==> config.mk <==
export PLATFORM = sky130hd
export DESIGN_NAME = ct_ciu_ctcq_reqq_ctrl
export DESIGN_NICKNAME = d
export VERILOG_FILES = /design/src/rtl/ct_ciu_ctcq_pkg.sv /design/src/rtl/ct_ciu_ctcq_rr_arb.sv /design/src/rtl/gated_clk_cell.sv /design/src/rtl/ct_ciu_ctcq_reqq_ctrl.sv
export SDC_FILE = /design/constraint.sdc
export NUM_CORES = 1
export LEC_CHECK = 0
export BUFFER_PORTS_ARGS = -buffer_cell sky130_fd_sc_hd__buf_2
export CAP_MARGIN = 5
export CORE_MARGIN = 10
export CORE_UTILIZATION = 58
export DETAILED_ROUTE_END_ITERATION = 16
export PLACE_DENSITY = 0.94
export RECOVER_POWER = 50
export SLEW_MARGIN = 30
export SYNTH_ARGS = -nofsm -noshare
export SYNTH_HDL_FRONTEND = slang
export SYNTH_HIERARCHICAL = 1
export SYNTH_SLANG_ARGS = --single-unit
==> constraint.sdc <==
create_clock -name vclk -period 6.3
set_input_delay 1.26 -clock vclk [all_inputs]
set_output_delay 1.26 -clock vclk [all_outputs]
set_load 0.1 [all_outputs]
==> src/rtl/ct_ciu_ctcq_pkg.sv <==
// Shared constants and encodings for the CTC/DVM request-queue controller.
package ct_ciu_ctcq_pkg;
  localparam int CTCQ_ENTRY = 8;
  localparam int CTCQ_IDW   = 3;
  localparam int TGT_NUM    = 6;

  typedef enum logic [2:0] {
    TGT_PIU0 = 3'd0,
    TGT_PIU1 = 3'd1,
    TGT_PIU2 = 3'd2,
    TGT_PIU3 = 3'd3,
    TGT_EBIU = 3'd4,
    TGT_L2C  = 3'd5
  } tgt_e;

  typedef enum logic {
    DISP_IDLE  = 1'b0,
    DISP_ISSUE = 1'b1
  } disp_state_e;
endpackage

==> src/rtl/ct_ciu_ctcq_rr_arb.sv <==
// Rotating-priority picker: first set candidate at or after ptr, wrapping modulo ENTRY.
module ct_ciu_ctcq_rr_arb
  import ct_ciu_ctcq_pkg::*;
#(
  parameter int ENTRY = CTCQ_ENTRY,
  parameter int IDW   = CTCQ_IDW
) (
  input  logic [ENTRY-1:0] cand,
  input  logic [IDW-1:0]   ptr,
  output logic             vld,
  output logic [IDW-1:0]   id,
  output logic [ENTRY-1:0] onehot
);
  logic [IDW-1:0] idx;

  // Scanning from the farthest offset down lets the nearest candidate win last.
  always_comb begin
    vld = 1'b0;
    id  = '0;
    idx = '0;
    for (int i = ENTRY - 1; i >= 0; i--) begin
      idx = IDW'((int'(ptr) + i) % ENTRY);
      if (cand[idx]) begin
        vld = 1'b1;
        id  = idx;
      end
    end
  end

  assign onehot = vld ? (ENTRY'(1) << id) : '0;
endmodule

==> src/rtl/gated_clk_cell.sv <==
// Latch-based clock gate; the enable is captured while clk_in is low so clk_out never glitches.
module gated_clk_cell (
  input  logic clk_in,
  input  logic global_en,
  input  logic module_en,
  input  logic local_en,
  input  logic external_en,
  input  logic pad_yy_icg_scan_en,
  output logic clk_out
);
  logic clk_en_bf_latch;
  logic clk_en;

  assign clk_en_bf_latch = (global_en & (module_en | local_en)) | external_en;

  always_latch begin
    if (!clk_in) clk_en <= clk_en_bf_latch | pad_yy_icg_scan_en;
  end

  assign clk_out = clk_in & clk_en;
endmodule

==> src/rtl/ct_ciu_ctcq_reqq_ctrl.sv <==
// CTC/DVM reqq controller: entry allocation, six per-target round-robin dispatchers,
// response-done decode and occupancy tracking.
module ct_ciu_ctcq_reqq_ctrl
  import ct_ciu_ctcq_pkg::*;
#(
  parameter int ENTRY = CTCQ_ENTRY,
  parameter int IDW   = CTCQ_IDW
) (
  input  logic             forever_cpuclk,
  input  logic             cpurst_b,
  input  logic             ciu_icg_en,
  input  logic             pad_yy_icg_scan_en,
  input  logic             ctc_alloc_vld,
  output logic             ctc_alloc_grnt,
  output logic [IDW-1:0]   ctc_alloc_id,
  input  logic [ENTRY-1:0] reqq_vld_x,
  output logic [ENTRY-1:0] reqq_create_en_x,
  input  logic [ENTRY-1:0] reqq_piu0_vld_x,
  input  logic [ENTRY-1:0] reqq_piu0_aim_x,
  output logic [ENTRY-1:0] reqq_pop_piu0_en_x,
  output logic             piu0_req_vld,
  output logic [IDW-1:0]   piu0_req_id,
  input  logic             piu0_req_rdy,
  input  logic [ENTRY-1:0] reqq_piu1_vld_x,
  input  logic [ENTRY-1:0] reqq_piu1_aim_x,
  output logic [ENTRY-1:0] reqq_pop_piu1_en_x,
  output logic             piu1_req_vld,
  output logic [IDW-1:0]   piu1_req_id,
  input  logic             piu1_req_rdy,
  input  logic [ENTRY-1:0] reqq_piu2_vld_x,
  input  logic [ENTRY-1:0] reqq_piu2_aim_x,
  output logic [ENTRY-1:0] reqq_pop_piu2_en_x,
  output logic             piu2_req_vld,
  output logic [IDW-1:0]   piu2_req_id,
  input  logic             piu2_req_rdy,
  input  logic [ENTRY-1:0] reqq_piu3_vld_x,
  input  logic [ENTRY-1:0] reqq_piu3_aim_x,
  output logic [ENTRY-1:0] reqq_pop_piu3_en_x,
  output logic             piu3_req_vld,
  output logic [IDW-1:0]   piu3_req_id,
  input  logic             piu3_req_rdy,
  input  logic [ENTRY-1:0] reqq_ebiu_vld_x,
  input  logic [ENTRY-1:0] reqq_ebiu_aim_x,
  output logic [ENTRY-1:0] reqq_pop_ebiu_en_x,
  output logic             ebiu_req_vld,
  output logic [IDW-1:0]   ebiu_req_id,
  input  logic             ebiu_req_rdy,
  input  logic [ENTRY-1:0] reqq_l2c_vld_x,
  input  logic [ENTRY-1:0] reqq_l2c_aim_x,
  output logic [ENTRY-1:0] reqq_pop_l2c_en_x,
  output logic             l2c_req_vld,
  output logic [IDW-1:0]   l2c_req_id,
  input  logic             l2c_req_rdy,
  input  logic             resp_vld,
  input  logic [IDW-1:0]   resp_id,
  output logic [ENTRY-1:0] reqq_resp_done_x,
  output logic [IDW:0]     reqq_cnt,
  output logic             reqq_full,
  output logic             reqq_empty
);
  logic [ENTRY-1:0]   t_vld [TGT_NUM];
  logic [ENTRY-1:0]   t_aim [TGT_NUM];
  logic [ENTRY-1:0]   t_pop [TGT_NUM];
  logic [IDW-1:0]     t_id  [TGT_NUM];
  logic [TGT_NUM-1:0] t_rdy;
  logic [TGT_NUM-1:0] t_req;

  assign t_vld[TGT_PIU0] = reqq_piu0_vld_x;
  assign t_vld[TGT_PIU1] = reqq_piu1_vld_x;
  assign t_vld[TGT_PIU2] = reqq_piu2_vld_x;
  assign t_vld[TGT_PIU3] = reqq_piu3_vld_x;
  assign t_vld[TGT_EBIU] = reqq_ebiu_vld_x;
  assign t_vld[TGT_L2C]  = reqq_l2c_vld_x;
  assign t_aim[TGT_PIU0] = reqq_piu0_aim_x;
  assign t_aim[TGT_PIU1] = reqq_piu1_aim_x;
  assign t_aim[TGT_PIU2] = reqq_piu2_aim_x;
  assign t_aim[TGT_PIU3] = reqq_piu3_aim_x;
  assign t_aim[TGT_EBIU] = reqq_ebiu_aim_x;
  assign t_aim[TGT_L2C]  = reqq_l2c_aim_x;
  assign t_rdy = {l2c_req_rdy, ebiu_req_rdy, piu3_req_rdy, piu2_req_rdy, piu1_req_rdy, piu0_req_rdy};

  assign {l2c_req_vld, ebiu_req_vld, piu3_req_vld, piu2_req_vld, piu1_req_vld, piu0_req_vld} = t_req;
  assign piu0_req_id = t_id[TGT_PIU0];
  assign piu1_req_id = t_id[TGT_PIU1];
  assign piu2_req_id = t_id[TGT_PIU2];
  assign piu3_req_id = t_id[TGT_PIU3];
  assign ebiu_req_id = t_id[TGT_EBIU];
  assign l2c_req_id  = t_id[TGT_L2C];
  assign reqq_pop_piu0_en_x = t_pop[TGT_PIU0];
  assign reqq_pop_piu1_en_x = t_pop[TGT_PIU1];
  assign reqq_pop_piu2_en_x = t_pop[TGT_PIU2];
  assign reqq_pop_piu3_en_x = t_pop[TGT_PIU3];
  assign reqq_pop_ebiu_en_x = t_pop[TGT_EBIU];
  assign reqq_pop_l2c_en_x  = t_pop[TGT_L2C];

  for (genvar gi = 0; gi < TGT_NUM; gi++) begin : g_disp
    disp_state_e      state_reg, state_next;
    logic [IDW-1:0]   ptr_reg, ptr_next;
    logic [IDW-1:0]   id_reg, id_next;
    logic             pick_vld;
    logic [IDW-1:0]   pick_id;
    logic [ENTRY-1:0] pick_onehot;
    logic             disp_clk;
    logic             disp_clk_en;

    ct_ciu_ctcq_rr_arb #(.ENTRY(ENTRY), .IDW(IDW)) u_arb (
      .cand   (t_vld[gi]),
      .ptr    (ptr_reg),
      .vld    (pick_vld),
      .id     (pick_id),
      .onehot (pick_onehot)
    );

    assign disp_clk_en = (|t_vld[gi]) | (state_reg == DISP_ISSUE);

    gated_clk_cell u_disp_gated_clk (
      .clk_in             (forever_cpuclk),
      .global_en          (1'b1),
      .module_en          (ciu_icg_en),
      .local_en           (disp_clk_en),
      .external_en        (1'b0),
      .pad_yy_icg_scan_en (pad_yy_icg_scan_en),
      .clk_out            (disp_clk)
    );

    always_ff @(posedge disp_clk or negedge cpurst_b) begin
      if (!cpurst_b) begin
        state_reg <= DISP_IDLE;
        ptr_reg   <= '0;
        id_reg    <= '0;
      end else begin
        state_reg <= state_next;
        ptr_reg   <= ptr_next;
        id_reg    <= id_next;
      end
    end

    // An unaddressed pick is popped straight away so it never occupies the issue slot.
    always_comb begin
      state_next = state_reg;
      ptr_next   = ptr_reg;
      id_next    = id_reg;
      t_pop[gi]  = '0;
      if (state_reg == DISP_IDLE) begin
        if (pick_vld) begin
          ptr_next = (pick_id == IDW'(ENTRY - 1)) ? '0 : pick_id + IDW'(1);
          if (t_aim[gi][pick_id]) begin
            id_next    = pick_id;
            state_next = DISP_ISSUE;
          end else begin
            t_pop[gi] = pick_onehot;
          end
        end
      end else if (t_rdy[gi]) begin
        t_pop[gi]  = ENTRY'(1) << id_reg;
        state_next = DISP_IDLE;
      end
    end

    assign t_req[gi] = (state_reg == DISP_ISSUE);
    assign t_id[gi]  = id_reg;
  end

  logic [IDW-1:0] free_id;
  always_comb begin
    free_id = '0;
    for (int i = ENTRY - 1; i >= 0; i--) begin
      if (!reqq_vld_x[i]) free_id = IDW'(i);
    end
  end

  assign ctc_alloc_grnt   = ctc_alloc_vld & ~reqq_full;
  assign ctc_alloc_id     = free_id;
  assign reqq_create_en_x = ctc_alloc_grnt ? (ENTRY'(1) << free_id) : '0;
  assign reqq_resp_done_x = resp_vld ? (ENTRY'(1) << resp_id) : '0;

  logic [ENTRY-1:0] prev_vld_reg;
  logic [IDW:0]     cnt_reg;
  logic             retire;
  logic             cnt_clk;
  logic             cnt_clk_en;

  assign retire     = |(prev_vld_reg & ~reqq_vld_x);
  assign cnt_clk_en = ctc_alloc_grnt | retire | (|(prev_vld_reg ^ reqq_vld_x));

  gated_clk_cell u_cnt_gated_clk (
    .clk_in             (forever_cpuclk),
    .global_en          (1'b1),
    .module_en          (ciu_icg_en),
    .local_en           (cnt_clk_en),
    .external_en        (1'b0),
    .pad_yy_icg_scan_en (pad_yy_icg_scan_en),
    .clk_out            (cnt_clk)
  );

  always_ff @(posedge cnt_clk or negedge cpurst_b) begin
    if (!cpurst_b) begin
      prev_vld_reg <= '0;
      cnt_reg      <= '0;
    end else begin
      prev_vld_reg <= reqq_vld_x;
      if (ctc_alloc_grnt && !retire)      cnt_reg <= cnt_reg + (IDW+1)'(1);
      else if (retire && !ctc_alloc_grnt) cnt_reg <= cnt_reg - (IDW+1)'(1);
    end
  end

  assign reqq_cnt   = cnt_reg;
  assign reqq_full  = (cnt_reg == (IDW+1)'(ENTRY));
  assign reqq_empty = (cnt_reg == '0);
endmodule
==> results.json, run 1 <==
{
  "fmax_mhz": 163,
  "drc": 0,
  "synth_seq_cells": 61,
  "p_leak_nw": 5.11,
  "path_class": "input pin to primary output",
  "unclocked_pins": 61,
  "syn_avg_cell_area_um2": 9.13,
  "drive_gt1_share_pct": 30.0,
  "grt_pass1_vias": 10400,
  "finalSetupTns_ns": 0,
  "ir_drop_v": 0.0000851,
  "die_y_um": 154,
  "synth-main-ff-cell": "dfrtp_1",
  "num_io_pins": 217,
  "maxSlewViolCount": 0,
  "dieArea_mm2": 0.0238,
  "post_layout_nonfiller_instances": 1570,
  "finalCritPeriodShare_pct": 97.2,
  "worst_slew_margin_rel_pct": 21.9,
  "critical_path.startpoint_type": "input pin",
  "synth_edf_count": 0,
  "untimed_endpoints": 91,
  "gp_congestion": 0.956,
  "ys_async_sr_fraction_pct": 88.5,
  "vias_per_cell": 6.77,
  "place_hpwl_um": 24700,
  "synth_warnings": 6,
  "drv_cap": 0,
  "syn_area_mm2": 0.0105,
  "cp_max_fo": 15,
  "areaGrowthSynthToFinish_pct": 15.7,
  "grt_setup_unrepaired": "no",
  "hold_viol_final": 0,
  "cp.arrival_ns": 4.87,
  "grt-ovfl-total": 0,
  "max_slew.worst_pin.slew_ns": 1.18,
  "wire_per_inst_um": 20.1,
  "cts_setup_buffers": 0,
  "largest_reg_flops": 18,
  "setup_viol": 0,
  "fin_nets": 1499,
  "vias": 10600,
  "postRouteAntennaNets": 0,
  "status": "finished, final reports clean",
  "grt_pass1_wl_um": 51100,
  "core-area_mm2": 0.0178,
  "end_kind": "primary output",
  "finalWirelength_um": 31500,
  "rows": 49,
  "grt_usage_pct": 24.3,
  "dp.cells": 1570,
  "syn_inst": 1147,
  "die_x_um": 154,
  "io_buffer_count": 217,
  "antenna_cells": 0,
  "dr.pass1.iters": 5,
  "ys_types": 59,
  "fin_crit_ns": 6.13,
  "hp-class": "input pin to primary output",
  "grt_max_degree": 55,
  "fillers": 1290,
  "initial_core_util_pct": 58.7,
  "power_density_mw_per_mm2": 94.9,
  "antenna_found_initial": 0,
  "drtIter0Drc": 795,
  "crit_required_ns": 5.04
}
[area by class of cell]
class                      instances  area (µm²)  share of cell area [%]
tap                              229         287                    2.36
multi-input combinational        981        8410                    69.4
timing repair buffer             229        1710                    14.1
sequential                        61        1460                    12.0
inverter                          70         263                    2.17
[metal layers]
layer	track usage [%]	vias up	wire, µm
met1	30.5	5014	12300
li1	-	4796	-
met2	40.2	719	14600
met3	6.35	100	3550
met4	6.88	0	1000
met5	0	-	0
[stage by stage]
step | hold slack, ns | power [mW] | setup slack (ns) | utilization [%] | cell area, µm²
after CTS | 2.97 | 1.15 | 0.146 | 69.0 | 12300
after global routing | 3.09 | 1.23 | 0.0146 | 67.9 | 12100
after floorplan | 2.86 | 0.842 | 0.0820 | - | 10500
after global placement | 2.96 | 1.10 | 0.317 | 69.0 | 12300
after detailed placement | 2.97 | 1.15 | 0.184 | 69.0 | 12300
final | 3.07 | 1.15 | 0.174 | 67.9 | 12100
[cells by family (layout without fill, tap and decap cells)]
logic type	count (synthesis)	after routing	synth area share [%]
DFF	54	54	12.9
latches	7	7	1.00
buffers and inverters	117	299	6.50
xor gates and xnor gates	22	22	2.27
other	2	14	0.0717
and+or+nand+nor	420	420	20.3
adders and majority gates	37	37	4.49
muxes	239	239	34.6
AOI/OAI and AO/OA	249	249	17.9
[worst max-delay path, cell delays in order]
cell and delay, ns:
buf_2 0.15, mux4_2 0.56, mux2i_2 0.29, o21ai_0 0.14
a21oi_1 0.24, nor4b_1 0.09, a2111o_2 0.62, mux2_1 0.35
mux4_2 0.49, nor2_1 0.12, buf_4 0.16, a32o_1 0.19
buf_12 0.19
[power breakdown]
group / internal, mW / switching (mW)
sequential: 0.0264 / 0.0284
clock: 0 / 0
combinational: 0.437 / 0.659
[worst paths after layout]
path | start | to | slack, ns | cells past startpoint
worst max-delay path | reqq_piu3_vld_x[7] | reqq_pop_piu3_en_x[3] | 0.17 | 13
worst min-delay path | ebiu_req_rdy | reqq_pop_ebiu_en_x[5] | 3.07 | 4
[timing repair]
action,CTS,global route
resized for setup,0,4
hold buffers,0,0
setup endpoints to repair,0,24
endpoints found under the hold margin,0,0
[cells in the final DEF, fill, tap and decap left out, types with 14 or more instances in the layout]
master | Yosys | routed
buf_2 | 7 | 149
nor2_1 | 107 | 105
nand2_1 | 97 | 97
mux4_2 | 77 | 77
a21oi_1 | 63 | 63
mux2i_1 | 61 | 60
mux2_2 | 59 | 59
inv_1 | 58 | 58
dfrtp_1 | 54 | 54
nor3_1 | 36 | 36
ha_1 | 36 | 36
buf_12 | 0 | 35
nor2b_1 | 32 | 32
o21ai_0 | 36 | 32
nand2b_1 | 30 | 30
a32o_1 | 28 | 28
a22oi_1 | 24 | 24
or3_1 | 24 | 24
a22o_1 | 22 | 22
mux2_1 | 22 | 22
clkbuf_1 | 6 | 21
nor4_1 | 20 | 20
buf_4 | 6 | 19
nand3_1 | 15 | 15
and2_1 | 14 | 14
mux2_4 | 14 | 14
conb_1 | 2 | 14
[Yosys cell counts (8+ instances only)]
cell,number,area share (%)
nor2_1,107,3.8
nand2_1,97,3.5
mux4_2,77,17
a21oi_1,63,3.0
mux2i_1,61,5.8
mux2_2,59,6.3
inv_1,58,2.1
dfrtp_1,54,13
ha_1,36,4.3
nor3_1,36,1.7
o21ai_0,36,1.7
nor2b_1,32,1.9
nand2b_1,30,1.8
a32o_1,28,2.7
buf_6,28,3.0
a22oi_1,24,1.7
or3_1,24,1.4
a22o_1,22,1.8
mux2_1,22,2.4
nor4_1,20,1.2
nand3_1,15,0.72
and2_1,14,0.84
mux2_4,14,2.0
o21ai_1,13,0.62
o31ai_1,12,0.86
xnor2_1,9,0.75
nor3b_1,8,0.57
No activity file was read; power rests on OpenSTA's default activity.
==> inputs of run 2 (changes only) <==
--- a/config.mk
+++ b/config.mk
@@ -8,9 +8,10 @@
 export BUFFER_PORTS_ARGS = -buffer_cell sky130_fd_sc_hd__buf_2
 export CAP_MARGIN = 5
 export CORE_MARGIN = 10
-export CORE_UTILIZATION = 58
+export CORE_UTILIZATION = 45
+export CTS_CLUSTER_SIZE = 20
 export DETAILED_ROUTE_END_ITERATION = 16
-export PLACE_DENSITY = 0.94
+export PLACE_DENSITY = 0.78
 export RECOVER_POWER = 50
 export SLEW_MARGIN = 30
 export SYNTH_ARGS = -nofsm -noshare
==> constraint.sdc (replaced) <==
create_clock -name vclk -period 5.9
set_input_delay 1.18 -clock vclk [all_inputs]
set_output_delay 1.18 -clock vclk [all_outputs]
set_load 0.1 [all_outputs]
==> run 2 against run 1 <==
- die area increased by 25%
- setup slack gained 0.017 ns
- final area is 2.1% higher
- via count decreased by 2.8%
- critical endpoint is now reqq_pop_piu3_en_x[7]
- largest cell class unchanged
==> results.json, run 2 (same netlist as run 1, synthesis figures left out) <==
{
  "io_buffer_count": 217,
  "swShare_pct": 58.7,
  "rows": 55,
  "end_kind": "primary output",
  "path_class": "input pin to primary output",
  "hold_viol_final": 0,
  "vias_per_cell": 6.21,
  "status": "finished, final reports clean",
  "met3_length_um": 2240,
  "power.switching_mw": 0.724,
  "hp-class": "input pin to primary output",
  "crit_required_ns": 4.72,
  "grt_pass1_vias": 9928,
  "finalWirelength_um": 30700,
  "gp_congestion": 0.924,
  "wl_met1_um": 13000,
  "worst_slew_margin_rel_pct": 20.6,
  "ir_drop_v": 0.0000727,
  "maxSlewViolCount": 0,
  "drc": 0,
  "die_x_um": 173,
  "dp.cells": 1663,
  "cp.arrival_ns": 4.53,
  "fmax_mhz": 175,
  "dr.pass1.iters": 5,
  "drtIter0Drc": 961,
  "final_common_cell": "buf_2",
  "areaGrowthSynthToFinish_pct": 18.1,
  "cts_hold_buf": 0,
  "multi_input_area_mm2": 0.00846,
  "p_leak_nw": 5.30,
  "unclocked_pins": 61,
  "holdWs_ns": 2.89,
  "critical_path.startpoint_type": "input pin",
  "untimed_endpoints": 91,
  "grt_pass1_wl_um": 50600,
  "core-area_mm2": 0.0228,
  "fin_crit_ns": 5.71,
  "wire_per_inst_um": 18.4,
  "grt_max_degree": 55,
  "largest_reg_flops": 18,
  "drive_gt1_share_pct": 33.3,
  "wl_met2_um": 15200,
  "antenna_cells": 0,
  "fillers": 2024,
  "final_cell_mix": "149 x buf_2, 106 x nor2_1, 97 x nand2_1, 77 x mux4_2, 63 x a21oi_1",
  "power_density_mw_per_mm2": 99.7,
  "cp_max_fo": 8,
  "num_io_pins": 217,
  "antenna_found_initial": 0,
  "post_layout_nonfiller_instances": 1663,
  "finalSetupTns_ns": 0,
  "place_hpwl_um": 24200,
  "drv_cap": 0,
  "initial_core_util_pct": 46.0,
  "pre_cts_ws_ns": 0.137,
  "max_slew.worst_pin.slew_ns": 1.20,
  "grt_usage_pct": 19.1,
  "finalCritPeriodShare_pct": 96.8,
  "p_clk_share_pct": 0,
  "die_y_um": 173,
  "vias": 10300,
  "dieArea_mm2": 0.0298,
  "highest_layer": "met4",
  "postRouteAntennaNets": 0,
  "p_comb_share_pct": 95.3,
  "ff_latch_area_mm2": 0.00146,
  "fin_nets": 1508,
  "cell_internal_pwr_mw": 0.510,
  "grt-ovfl-total": 0,
  "setup_viol": 0,
  "p_seq_share_pct": 4.7,
  "setup_ws_ns": 0.191
}
==> run 2: worst paths after layout <==
kind	startpoint	end	depth (start not counted)
worst max-delay path	reqq_piu3_vld_x[7]	reqq_pop_piu3_en_x[7]	13
worst min-delay path	ebiu_req_rdy	reqq_pop_ebiu_en_x[5]	4
==> run 2: cell type report <==
cell class,instances,area share [%]
flip-flops and latches,61,11.8
repair buffers,238,14.6
well taps,313,3.17
inverters,70,2.12
multi-input cells,981,68.4
==> run 2: what timing repair did <==
action                     CTS  global route
setup buffers                0             0
gates resized for setup      0             2
setup endpoints to repair    0            14
==> run 2: worst max-delay path: stages <==
cell,delay (ns)
buf_2,0.15
mux4_2,0.57
mux2i_1,0.23
o21ai_0,0.12
a21oi_1,0.15
nor4b_1,0.06
a2111o_1,0.52
mux2_1,0.35
mux4_2,0.50
nor2_1,0.12
buf_4,0.16
a32o_2,0.13
buf_4,0.29
==> run 2: per-stage QoR <==
step	area [µm²]	power (mW)	utilization [%]
3_5_place_dp	12500	1.24	55.0
6_report	12400	1.23	54.3
3_3_place_gp	12500	1.21	55.0
5_1_grt	12400	1.33	54.3
4_1_cts	12500	1.24	55.0
2_1_floorplan	10600	0.904	-
==> run 2: layer usage <==
metal | vias up | global-route usage, %
met5 | - | 0
met4 | 0 | 1.85
met3 | 32 | 2.31
met2 | 465 | 32.6
met1 | 5017 | 26.1
li1 | 4815 | -
==> run 2: power groups by stage <==
stage / sequential, mW / combinational, mW / clock, mW
after floorplan: 0.0729 / 0.831 / 0
final: 0.0580 / 1.18 / 0
after global routing: 0.0610 / 1.26 / 0
after CTS: 0.0580 / 1.18 / 0
after detailed placement: 0.0579 / 1.18 / 0
after global placement: 0.0572 / 1.15 / 0
